## src/rtl/trap_pkg.sv

```systemverilog
// Shared types and constants for the machine-mode trap sequencer:
// FSM states, cause codes, fixed priority orders and mtvec modes.
package trap_pkg;

  typedef enum logic [2:0] {
    ST_IDLE        = 3'd0,
    ST_TRAP_FLUSH  = 3'd1,
    ST_TRAP_COMMIT = 3'd2,
    ST_RET_FLUSH   = 3'd3,
    ST_RET_COMMIT  = 3'd4
  } trap_state_t;

  // Synchronous exception cause codes
  localparam logic [3:0] EXC_INSTR_MISALIGNED = 4'd0;
  localparam logic [3:0] EXC_INSTR_FAULT      = 4'd1;
  localparam logic [3:0] EXC_ILLEGAL_INSTR    = 4'd2;
  localparam logic [3:0] EXC_BREAKPOINT       = 4'd3;
  localparam logic [3:0] EXC_LOAD_MISALIGNED  = 4'd4;
  localparam logic [3:0] EXC_LOAD_FAULT       = 4'd5;
  localparam logic [3:0] EXC_STORE_MISALIGNED = 4'd6;
  localparam logic [3:0] EXC_STORE_FAULT      = 4'd7;
  localparam logic [3:0] EXC_ECALL_U          = 4'd8;
  localparam logic [3:0] EXC_ECALL_S          = 4'd9;
  localparam logic [3:0] EXC_ECALL_M          = 4'd11;
  localparam logic [3:0] EXC_INSTR_PAGE_FAULT = 4'd12;
  localparam logic [3:0] EXC_LOAD_PAGE_FAULT  = 4'd13;
  localparam logic [3:0] EXC_STORE_PAGE_FAULT = 4'd15;

  // Interrupt cause codes
  localparam logic [3:0] IRQ_SSI = 4'd1;
  localparam logic [3:0] IRQ_MSI = 4'd3;
  localparam logic [3:0] IRQ_STI = 4'd5;
  localparam logic [3:0] IRQ_MTI = 4'd7;
  localparam logic [3:0] IRQ_SEI = 4'd9;
  localparam logic [3:0] IRQ_MEI = 4'd11;

  // Priority lists: element [0] is the highest priority, unused tail entries are padding
  localparam int EXC_PRIO_NUM = 14;
  localparam logic [15:0][3:0] EXC_PRIO = {
    4'd0, 4'd0,
    EXC_LOAD_FAULT, EXC_STORE_FAULT, EXC_LOAD_PAGE_FAULT, EXC_STORE_PAGE_FAULT,
    EXC_LOAD_MISALIGNED, EXC_STORE_MISALIGNED, EXC_ECALL_M, EXC_ECALL_S,
    EXC_ECALL_U, EXC_INSTR_MISALIGNED, EXC_ILLEGAL_INSTR, EXC_INSTR_FAULT,
    EXC_INSTR_PAGE_FAULT, EXC_BREAKPOINT
  };

  localparam int IRQ_PRIO_NUM = 6;
  localparam logic [15:0][3:0] IRQ_PRIO = {
    4'd0, 4'd0, 4'd0, 4'd0, 4'd0, 4'd0, 4'd0, 4'd0, 4'd0, 4'd0,
    IRQ_STI, IRQ_SSI, IRQ_SEI, IRQ_MTI, IRQ_MSI, IRQ_MEI
  };

  localparam logic [1:0] MTVEC_DIRECT   = 2'b00;
  localparam logic [1:0] MTVEC_VECTORED = 2'b01;

endpackage

```

## src/rtl/trap_priority_encoder.sv

```systemverilog
// Fixed-priority encoder: returns the highest-ranked set request bit from a
// parameterised ordered list of cause codes. Bits not in the list are ignored.
module trap_priority_encoder #(
  parameter int               NUM  = 16,
  parameter logic [15:0][3:0] PRIO = '0
) (
  input  logic [15:0] req_i,
  output logic [3:0]  code_o,
  output logic        valid_o
);

  always_comb begin
    code_o  = '0;
    valid_o = 1'b0;
    // Walk lowest to highest so the highest-priority hit is written last
    for (int i = NUM - 1; i >= 0; i--) begin
      if (req_i[PRIO[i]]) begin
        code_o  = PRIO[i];
        valid_o = 1'b1;
      end
    end
  end

endmodule

```

## src/rtl/trap_controller.sv

```systemverilog
// Machine-mode trap sequencer: arbitrates exceptions/interrupts/MRET, drains
// the pipeline, then emits one-cycle commit pulses, CSR writes and redirect.
module trap_controller
  import trap_pkg::*;
#(
  parameter int N = 64
) (
  input  logic         clk,
  input  logic         reset,
  input  logic [15:0]  excReq,
  input  logic [N-1:0] excPc,
  input  logic [N-1:0] excTval,
  input  logic [15:0]  mip,
  input  logic [15:0]  mie,
  input  logic         mstatusMie,
  input  logic [1:0]   currentMode,
  input  logic         mretReq,
  input  logic [N-1:0] mtvec,
  input  logic [N-1:0] mepcIn,
  input  logic         pipeEmpty,
  output logic         flush,
  output logic [15:0]  trapTrigger,
  output logic         trapIsInterrupt,
  output logic         trapReturn,
  output logic         csrWe,
  output logic [N-1:0] mcauseOut,
  output logic [N-1:0] mepcOut,
  output logic [N-1:0] mtvalOut,
  output logic         redirect,
  output logic [N-1:0] redirectPc
);

  trap_state_t  state_q, state_d;
  logic [3:0]   cause_q, cause_d;
  logic         is_int_q, is_int_d;
  logic [N-1:0] pc_q, pc_d;
  logic [N-1:0] tval_q, tval_d;

  logic [3:0]   exc_code, irq_code;
  logic         exc_valid, irq_valid;
  logic         irq_take;
  logic [N-1:0] tvec_base;

  trap_priority_encoder #(
    .NUM  (EXC_PRIO_NUM),
    .PRIO (EXC_PRIO)
  ) u_exc_enc (
    .req_i   (excReq),
    .code_o  (exc_code),
    .valid_o (exc_valid)
  );

  trap_priority_encoder #(
    .NUM  (IRQ_PRIO_NUM),
    .PRIO (IRQ_PRIO)
  ) u_irq_enc (
    .req_i   (mip & mie),
    .code_o  (irq_code),
    .valid_o (irq_valid)
  );

  // Below M-mode interrupts are always globally enabled; in M-mode mstatus.MIE gates them
  assign irq_take  = irq_valid && ((currentMode != 2'b11) || mstatusMie);
  assign tvec_base = {mtvec[N-1:2], 2'b00};

  always_ff @(posedge clk) begin
    if (reset) begin
      state_q  <= ST_IDLE;
      cause_q  <= '0;
      is_int_q <= 1'b0;
      pc_q     <= '0;
      tval_q   <= '0;
    end else begin
      state_q  <= state_d;
      cause_q  <= cause_d;
      is_int_q <= is_int_d;
      pc_q     <= pc_d;
      tval_q   <= tval_d;
    end
  end

  always_comb begin
    state_d         = state_q;
    cause_d         = cause_q;
    is_int_d        = is_int_q;
    pc_d            = pc_q;
    tval_d          = tval_q;
    flush           = 1'b0;
    trapTrigger     = '0;
    trapIsInterrupt = 1'b0;
    trapReturn      = 1'b0;
    csrWe           = 1'b0;
    mcauseOut       = '0;
    mepcOut         = '0;
    mtvalOut        = '0;
    redirect        = 1'b0;
    redirectPc      = '0;

    unique case (state_q)
      ST_IDLE: begin
        if (exc_valid) begin
          cause_d  = exc_code;
          is_int_d = 1'b0;
          pc_d     = excPc;
          tval_d   = excTval;
          state_d  = ST_TRAP_FLUSH;
        end else if (irq_take) begin
          cause_d  = irq_code;
          is_int_d = 1'b1;
          pc_d     = excPc;
          tval_d   = '0;
          state_d  = ST_TRAP_FLUSH;
        end else if (mretReq) begin
          state_d  = ST_RET_FLUSH;
        end
      end

      ST_TRAP_FLUSH: begin
        flush = 1'b1;
        if (pipeEmpty) state_d = ST_TRAP_COMMIT;
      end

      ST_TRAP_COMMIT: begin
        flush           = 1'b1;
        trapTrigger     = 16'd1 << cause_q;
        trapIsInterrupt = is_int_q;
        csrWe           = 1'b1;
        mcauseOut       = {is_int_q, {(N-5){1'b0}}, cause_q};
        mepcOut         = {pc_q[N-1:2], 2'b00};
        mtvalOut        = tval_q;
        redirect        = 1'b1;
        // Only vectored mode offsets interrupts; reserved modes behave as direct
        if ((mtvec[1:0] == MTVEC_VECTORED) && is_int_q)
          redirectPc = tvec_base + {{(N-6){1'b0}}, cause_q, 2'b00};
        else
          redirectPc = tvec_base;
        state_d = ST_IDLE;
      end

      ST_RET_FLUSH: begin
        flush = 1'b1;
        if (pipeEmpty) state_d = ST_RET_COMMIT;
      end

      ST_RET_COMMIT: begin
        flush      = 1'b1;
        trapReturn = 1'b1;
        redirect   = 1'b1;
        redirectPc = {mepcIn[N-1:2], 2'b00};
        state_d    = ST_IDLE;
      end

      default: state_d = ST_IDLE;
    endcase
  end

endmodule

```

## config.mk

```make
export PLATFORM = sky130hd
export DESIGN_NAME = trap_controller
export DESIGN_NICKNAME = d
export VERILOG_FILES = /design/src/rtl/trap_pkg.sv /design/src/rtl/trap_priority_encoder.sv /design/src/rtl/trap_controller.sv
export SDC_FILE = /design/constraint.sdc
export NUM_CORES = 1
export LEC_CHECK = 0
export ABC_AREA = 0
export ABC_CLOCK_PERIOD_IN_PS = 3800
export CAP_MARGIN = 5
export CORE_AREA = 2 2 230 232
export DETAILED_ROUTE_END_ITERATION = 10
export DIE_AREA = 0 0 232 234
export SLEW_MARGIN = 20
export SYNTH_ARGS = -nofsm -noshare
export SYNTH_HDL_FRONTEND = slang
export SYNTH_HIERARCHICAL = 1
export SYNTH_SLANG_ARGS = --single-unit
```

## constraint.sdc

```tcl
create_clock -name clk -period 3.8 [get_ports clk]
set_input_delay 0.57 -clock clk [delete_from_list [all_inputs] [get_ports clk]]
set_output_delay 0.57 -clock clk [all_outputs]
set_load 0.05 [all_outputs]
```

* After elaboration in Yosys (flattened, before gate mapping)
Index checks and enable logic that the tools add are counted.
Operators by class: mux-type cells 65, equal/unequal tests 9, bitwise operators 1, add/sub/neg operators 1, reduce and logical (&&, ||, !) cells 9, shifts and indexed selects 1
Operators by type and width (count):
- $mux 64 | 8
- $pmux 64 s2 | 1
- $mux 4 | 18
- $add 64x6->64 | 1
- $mux 1 | 27
- $mux 3 | 9
- $mux 16 | 1
- $shl 1x4->16 const A | 1
- $and 12x12->12 | 1
- $pmux 3 s3 | 1
- $eq 3x2->1 const B | 2
- $ne 2x2->1 const B | 3
- $ne 4x4->1 const B | 1
- $reduce_or 4->1 | 1
- $eq 3x1->1 const B | 1
- $eq 3x3->1 const B | 1
- $logic_not 3->1 | 1
- $reduce_and 3->1 | 1
- $eq 2x1->1 const B | 1
- $logic_and 1x1->1 | 2
- $reduce_and 2->1 | 1
- $reduce_bool 2->1 | 1
- $reduce_or 2->1 | 1
- $logic_or 1x1->1 | 1
Word-level totals: word-level logic and storage cells 91, output and inout bits 277, register bits after elaboration 136, input port bits 311

* Depth between registers and ports, before layout
Gate-level depths: netlist of run 1.
depth after elaboration 16, gate-level depth with buffers 11, gate-level depth less buffers 8

* Modules after synthesis
Netlist of run 1, hierarchy kept.
By module, submodules not included:
- trap_controller | cells an instance 1154, instances 1, area each 8328.0 um2, sequential area each 2682.6 um2
- trap_priority_encoder (u_exc_enc) | cells an instance 26, instances 1, area each 156.4 um2, sequential area each 0.0 um2
- trap_priority_encoder (u_irq_enc) | cells an instance 8, instances 1, area each 57.6 um2, sequential area each 0.0 um2

* Worst setup path before layout of run 1
OpenSTA, ideal clock, no wires.
path type input -> output, start input mtvec[2], end output redirectPc[32], path slack -98 ps, data arrival time 3328 ps, stages 9, path buffers 1, data required time 3230 ps, cells stage by stage ha_1 -> fa_1 -> a21o_1 -> a21oi_1 -> or4_4 -> buf_6 -> nor2_1 -> xnor2_1 -> o21ai_0
Between the ends: cells in the longest elaborated chain, start to end 3
Ends and longest elaborated chain:
- start, declared | line trap_controller.sv:18 | input logic [N-1:0] mtvec,
- $add 64x6->64 | line trap_controller.sv:134 | redirectPc = tvec_base + {{(N-6){1'b0}}, cause_q, 2'b00};
- $mux 64 | line trap_controller.sv:133 | if ((mtvec[1:0] == MTVEC_VECTORED) && is_int_q)
- $pmux 64 s2 | line trap_controller.sv:99 | unique case (state_q)
- end, declared | line trap_controller.sv:30 | output logic [N-1:0] redirectPc
Every way passes these cells.

* Worst setup path after layout of run 1
start input mtvec[13], end output redirectPc[54]
The elaborated chain is that of the path after synthesis.

==> metrics.txt, run 1 <==
worst-skew pair later-pin latency=between 0.4 and 0.5 ns; core area=~52000 um^2; Clock Tree Root=clkbuf_16; Die H=between 200 and 250 um; layout net count=2004; IO Pins=approximately 590; Util after Layout=between 20% and 30%; Post-Synthesis Cell Area=between 8000 and 9000 um^2; CP Data Required Time=roughly 3.2 ns; CTS sink count=roughly 130; H-tree levels=4; Worst-Margin Slew=between 0.7 and 0.8 ns; initial antenna violation count=3; WP data arrival=about 3.2 ns; min cycle time layout=3.77 ns; Hold Violations, Final=0; Buffers on Ports=498; syn avg cell area=slightly above 7 um^2; remaining antenna violation count=0; Starting Density=between 10% and 20%; Fmax=265 MHz; Worst-path clk slew=approximately 0.060 ns; cts bufs inserted=17; worst reg-to-reg path cell count=4; final instance area=15400 um^2; Worst Clk Skew=between 0.01 and 0.015 ns; Post-DP HPWL=~34000 um; status=completed; placed instance area=between 10000 and 15000 um^2; Post-Route WL=approximately 43000 um; initial DRC count=between 500 and 600; hold path depth=2; Yosys Warn Count=6; Longest Clk Path Bufs=2; vias in the first global route=between 10000 and 15000; Slew Limit Fails=0; Setup WS pre-CTS=-0.174 ns; top layer in use=met5; worst setup margin=~0.027 ns; critical path type=input pin to output port; P_leak=between 6 and 7 nW; CP Launch Type=input pin; Die W=232 um; mean number of vias per cell=around 4.3; met3 WL=between 3000 and 4000 um; DRT met1 WL=roughly 16000 um; CTS tree=done; unrepaired setup endpoints after global routing=yes; Std-Cell Rows=84; first-pass GRT wire length=a little over 60000 um; TritonRoute pass-1 iters=7; Slew headroom=a little under 50%; WL met2=21400 um; VDD IR max=roughly 320 uV; Avg WL per Cell=around 18 um; global-route usage over all layers=15.2%; HP Class=flop to flop; pin count of the biggest net entering global routing=between 100 and 150; Final Wtd Congestion=0.937; die area=around 54000 um^2; Critical Path Fanout Max=6; Max-cap violations=0; synthesized instance count=roughly 1200; area grow syn2layout=82.2%; crit share post-route=about 99%; PwrDens=~330 nW/um^2; Overall Power=approximately 5 mW; DR DRC count=0; vias post-DR=10200; endpoints failing setup=0; share of cells above drive strength 1=a little over a fifth; grt ovf=0; CP Capture Type=output port
==> area by class of cell <==
| type | count | area, um^2 |
|---|---|---|
| Sequential cell | 134 | 2680 |
| Antenna cell | 1 | 2.50 |
| Clock buffer | 17 | 425 |
| Multi-Input combinational cell | 944 | 5310 |
| Clock inverter | 14 | 186 |
| Timing Repair Buffer | 575 | 5920 |
| Tap cell | 688 | 861 |
| Inverter | 16 | 61.3 |
| Fill cell | 5546 | 36600 |
==> sequential cells by signal, summed over array words and instances, names as in the netlist <==
register  cells
state_q       3
is_int_q      1
tval_q       64
pc_q         62
cause_q       4
==> through the flow <==
step,hold slack [ns],instances,TNS [ns]
global route,0.462,2388,-0.426
global placement,0.438,2355,-0.952
finish,0.449,2389,0
CTS,0.451,2386,-0.428
detailed placement,0.442,2355,-0.881
floorplan,0.432,1240,0
==> critical path, cell delays in order <==
cell and delay (ns):
clkdlybuf4s50_1 0.48, nand4_1 0.20, or4_4 0.63, or4_4 0.56
nor3_2 0.24, xnor2_1 0.10, o21ai_1 0.23, buf_12 0.18
==> per-layer routing <==
layer / vias to the layer above / track usage, %
met5: - / 0
met4: 6 / 8.87
met3: 78 / 5.52
met2: 516 / 26.6
met1: 4735 / 15.7
li1: 4867 / -
==> worst paths after layout <==
path              startpoint             end  slack, ns
hold reg to reg     pc_q[32]        pc_q[32]       0.45
hold / removal      pc_q[32]        pc_q[32]       0.45
setup / recovery   mtvec[13]  redirectPc[54]       0.03
setup reg to reg  state_q[2]        pc_q[57]       1.92
==> power breakdown <==
part / leakage, nW / switching (mW) / internal, mW
sequential: 1.11 / 0.0779 / 1.55
clock: 0.299 / 0.746 / 1.05
combinational: 4.89 / 0.959 / 0.669
total: 6.30 / 1.78 / 3.26
==> cells in the final DEF (no fill, tap or decap), drive strengths merged, types with 6 or more instances in the layout <==
master	n
a22oi	64
nand2	213
inv	23
mux2i	6
a211oi	8
nand3	25
xor2	16
buf	288
nand4	19
xnor2	44
clkdlybuf4s50	282
conb	63
o21ai	65
or4	6
nor4	16
a21oi	68
dfxtp	134
nor3	38
clkbuf	17
and2	138
nor2	104
==> what timing repair did <==
item	in CTS	in global routing
buffers inserted	0	1
setup endpoints to repair	19	38
endpoints found under the hold margin	0	0
resized for setup	5	27
pin swaps	2	11
hold buffers	0	0
cloned	0	1
Power figures use the tool's default switching activity.
==> run 2, diff against run 1 <==
--- a/config.mk
+++ b/config.mk
@@ -6,11 +6,13 @@
 export NUM_CORES = 1
 export LEC_CHECK = 0
 export ABC_AREA = 0
-export ABC_CLOCK_PERIOD_IN_PS = 3800
 export CAP_MARGIN = 5
-export CORE_AREA = 2 2 230 232
+export CELL_PAD_IN_SITES_DETAIL_PLACEMENT = 1
+export CELL_PAD_IN_SITES_GLOBAL_PLACEMENT = 1
+export CORE_AREA = 2 2 229 231
 export DETAILED_ROUTE_END_ITERATION = 10
-export DIE_AREA = 0 0 232 234
+export DIE_AREA = 0 0 231 233
+export PLACE_DENSITY_LB_ADDON = 0.1
 export SLEW_MARGIN = 20
 export SYNTH_ARGS = -nofsm -noshare
 export SYNTH_HDL_FRONTEND = slang
==> constraint.sdc (replaced) <==
create_clock -name clk -period 3.8 [get_ports clk]
set_input_delay 0.76 -clock clk [delete_from_list [all_inputs] [get_ports clk]]
set_output_delay 0.76 -clock clk [all_outputs]
set_load 0.05 [all_outputs]
==> metrics.txt, run 2 (synthesized netlist as in run 1, its figures left out) <==
status=finished with violations (was completed); failing checks=negative setup slack; hold-fix buffers at CTS=0 (unchanged); unrepaired setup endpoints after global routing=yes (unchanged); area grow syn2layout=89.6% (was 82.2%); Worst-Margin Slew=0.683 ns (was 0.768 ns); mean number of vias per cell=4.16 (was 4.27); PwrDens=312 nW/um^2 (was 327 nW/um^2); VDD IR max=261 uV (was 322 uV); remaining antenna violation count=0 (unchanged); initial DRC count=351 (was 508); Largest regs=tval_q: 64 flops, pc_q: 62 flops, cause_q: 4 flops (unchanged); worst setup margin=-0.0315 ns (was 0.0275 ns); CP delay by family, top=simple AND/OR/NAND/NOR gates (unchanged); Critical Path Fanout Max=6 (unchanged); slowest stage cell, crit path=or4_4 (unchanged); area of the multi-input gates=5590 um^2 (was 5310 um^2); min cycle time layout=3.83 ns (was 3.77 ns); Std-Cell Rows=83 (was 84); cts bufs inserted=17 (unchanged); cells along the critical path=buf_6 > nand4_1 > or4_4 > or4_4 > buf_6 > nor3_2 > xnor2_1 > o21ai_2 > buf_12 (was clkdlybuf4s50_1 > nand4_1 > or4_4 > or4_4 > nor3_2 > xnor2_1 > o21ai_1 > buf_12); Worst-path clk slew=0.06 ns (about the same); Biggest register=tval_q (unchanged); layout net count=2045 (was 2004); Post-Route WL=46000 um (was 43100 um); Die H=233 um (was 234 um); initial antenna violation count=14 (was 3); Clock Tree Root=clkbuf_16 (unchanged); WP data arrival=3.07 ns (was 3.20 ns); crit share post-route=101% (was 99.3%); CP Data Required Time=3.04 ns (was 3.23 ns); Avg WL per Cell=19.0 um (was 18.1 um); Slew headroom=54.5% (was 48.8%); Sequential Area=2680 um^2 (about the same); worst path bufs/invs=3 (was 2); Hold Violations, Final=0 (unchanged); endpoints failing setup=7 (was 0); CP Launch Type=input pin (unchanged); layout filler cell count=6107 (was 5546); Worst Clk Skew=0.0143 ns (was 0.0149 ns); Fmax=261 MHz (was 265 MHz); grt ovf=0 (unchanged); first-pass GRT wire length=66700 um (was 61100 um); H-tree levels=4 (unchanged); commonest non-fill, non-tap cell in the layout=clkdlybuf4s50_1 (unchanged); Slew Limit Fails=0 (unchanged); Max-cap violations=0 (unchanged); TritonRoute pass-1 iters=4 (was 7); placed instance area=15000 um^2 (was 14700 um^2); share of cells above drive strength 1=26.3% (was 21.2%); Overall Power=5.01 mW (was 5.04 mW); global-route usage over all layers=16.4% (was 15.2%); DR DRC count=0 (unchanged); vias post-DR=10100 (was 10200); Starting Density=16.6% (was 16.3%); critical path type=input pin to output port (unchanged); Setup WS pre-CTS=-0.563 ns (was -0.174 ns); most frequent cells in the layout=clkdlybuf4s50_1, buf_4, nand2_1, and2_1, dfxtp_1 (unchanged); Longest Clk Path Bufs=2 (unchanged); Largest register FFs=64 (unchanged); IO Pins=588 (unchanged); worst-skew pair later-pin latency=0.44 ns (was 0.48 ns); CTS sink count=134 (unchanged); HP Class=flop to flop (unchanged); Die W=231 um (was 232 um); Crit path largest cell delay=0.64 ns (was 0.63 ns); CTS tree=done (unchanged); Final Wtd Congestion=0.807 (was 0.937); die area=53800 um^2 (was 54300 um^2); vias in the first global route=10600 (was 10000); final instance area=16100 um^2 (was 15400 um^2); P_leak=6.68 nW (was 6.30 nW); TNS Setup=-0.104 ns (was 0 ns); CP Capture Type=output port (unchanged); pin count of the biggest net entering global routing=72 (was 106); core area=51100 um^2 (was 52000 um^2); Buffers on Ports=498 (unchanged); Post-DP HPWL=35500 um (was 33800 um)
## run 2: path summary, 6_finish.rpt
path | start | endpoint | slack [ns] | cells after the start
worst min register to register | pc_q[49] | pc_q[49] | 0.45 | 2
worst max register to register | state_q[2] | tval_q[56] | 2.04 | 4
worst min-delay path | pc_q[49] | pc_q[49] | 0.45 | 2
worst max-delay path | mtvec[12] | redirectPc[56] | -0.03 | 9
## run 2: tightest hold or removal path, cell delays in order, from the launching register on
cell and delay (ns):
dfxtp_1 0.30, nand2_1 0.05, a21oi_1 0.05
## run 2: stage by stage
step / hold WS (ns) / instances / util (%)
CTS: 0.453 / 2414 / 31.0
floorplan: 0.432 / 1240 / -
detailed placement: 0.444 / 2374 / 29.3
global placement: 0.438 / 2374 / 29.3
global route: 0.467 / 2423 / 31.5
finish: 0.450 / 2424 / 31.5
## run 2: area by class of cell
| cell class | instances | area share [%] |
|---|---|---|
| Timing Repair Buffer | 617 | 39.1 |
| Multi-Input combinational cell | 943 | 34.7 |
| Sequential cell | 134 | 16.7 |
| Tap cell | 680 | 5.29 |
| Clock buffer | 17 | 2.65 |
| Clock inverter | 15 | 1.10 |
| Inverter | 16 | 0.381 |
| Antenna cell | 2 | 0.0311 |
## run 2: repair_timing
action,CTS,global route
buffers inserted,9,6
gates resized for setup,83,38
pin swaps,19,26
cloned,0,2
setup endpoints to repair,56,42
## run 2: power by group
part / total, mW / switching, mW / internal [mW]
clock network: 1.73 / 0.696 / 1.03
logic: 1.67 / 0.966 / 0.702
registers: 1.62 / 0.0715 / 1.55
## run 2: layer usage
metal	up-vias	track usage (%)	routed length (um)
li1	4946	-	-
met1	4746	18.3	18400
met2	323	29.3	22900
met3	45	6.38	4000
met4	20	3.77	552
met5	-	0	133
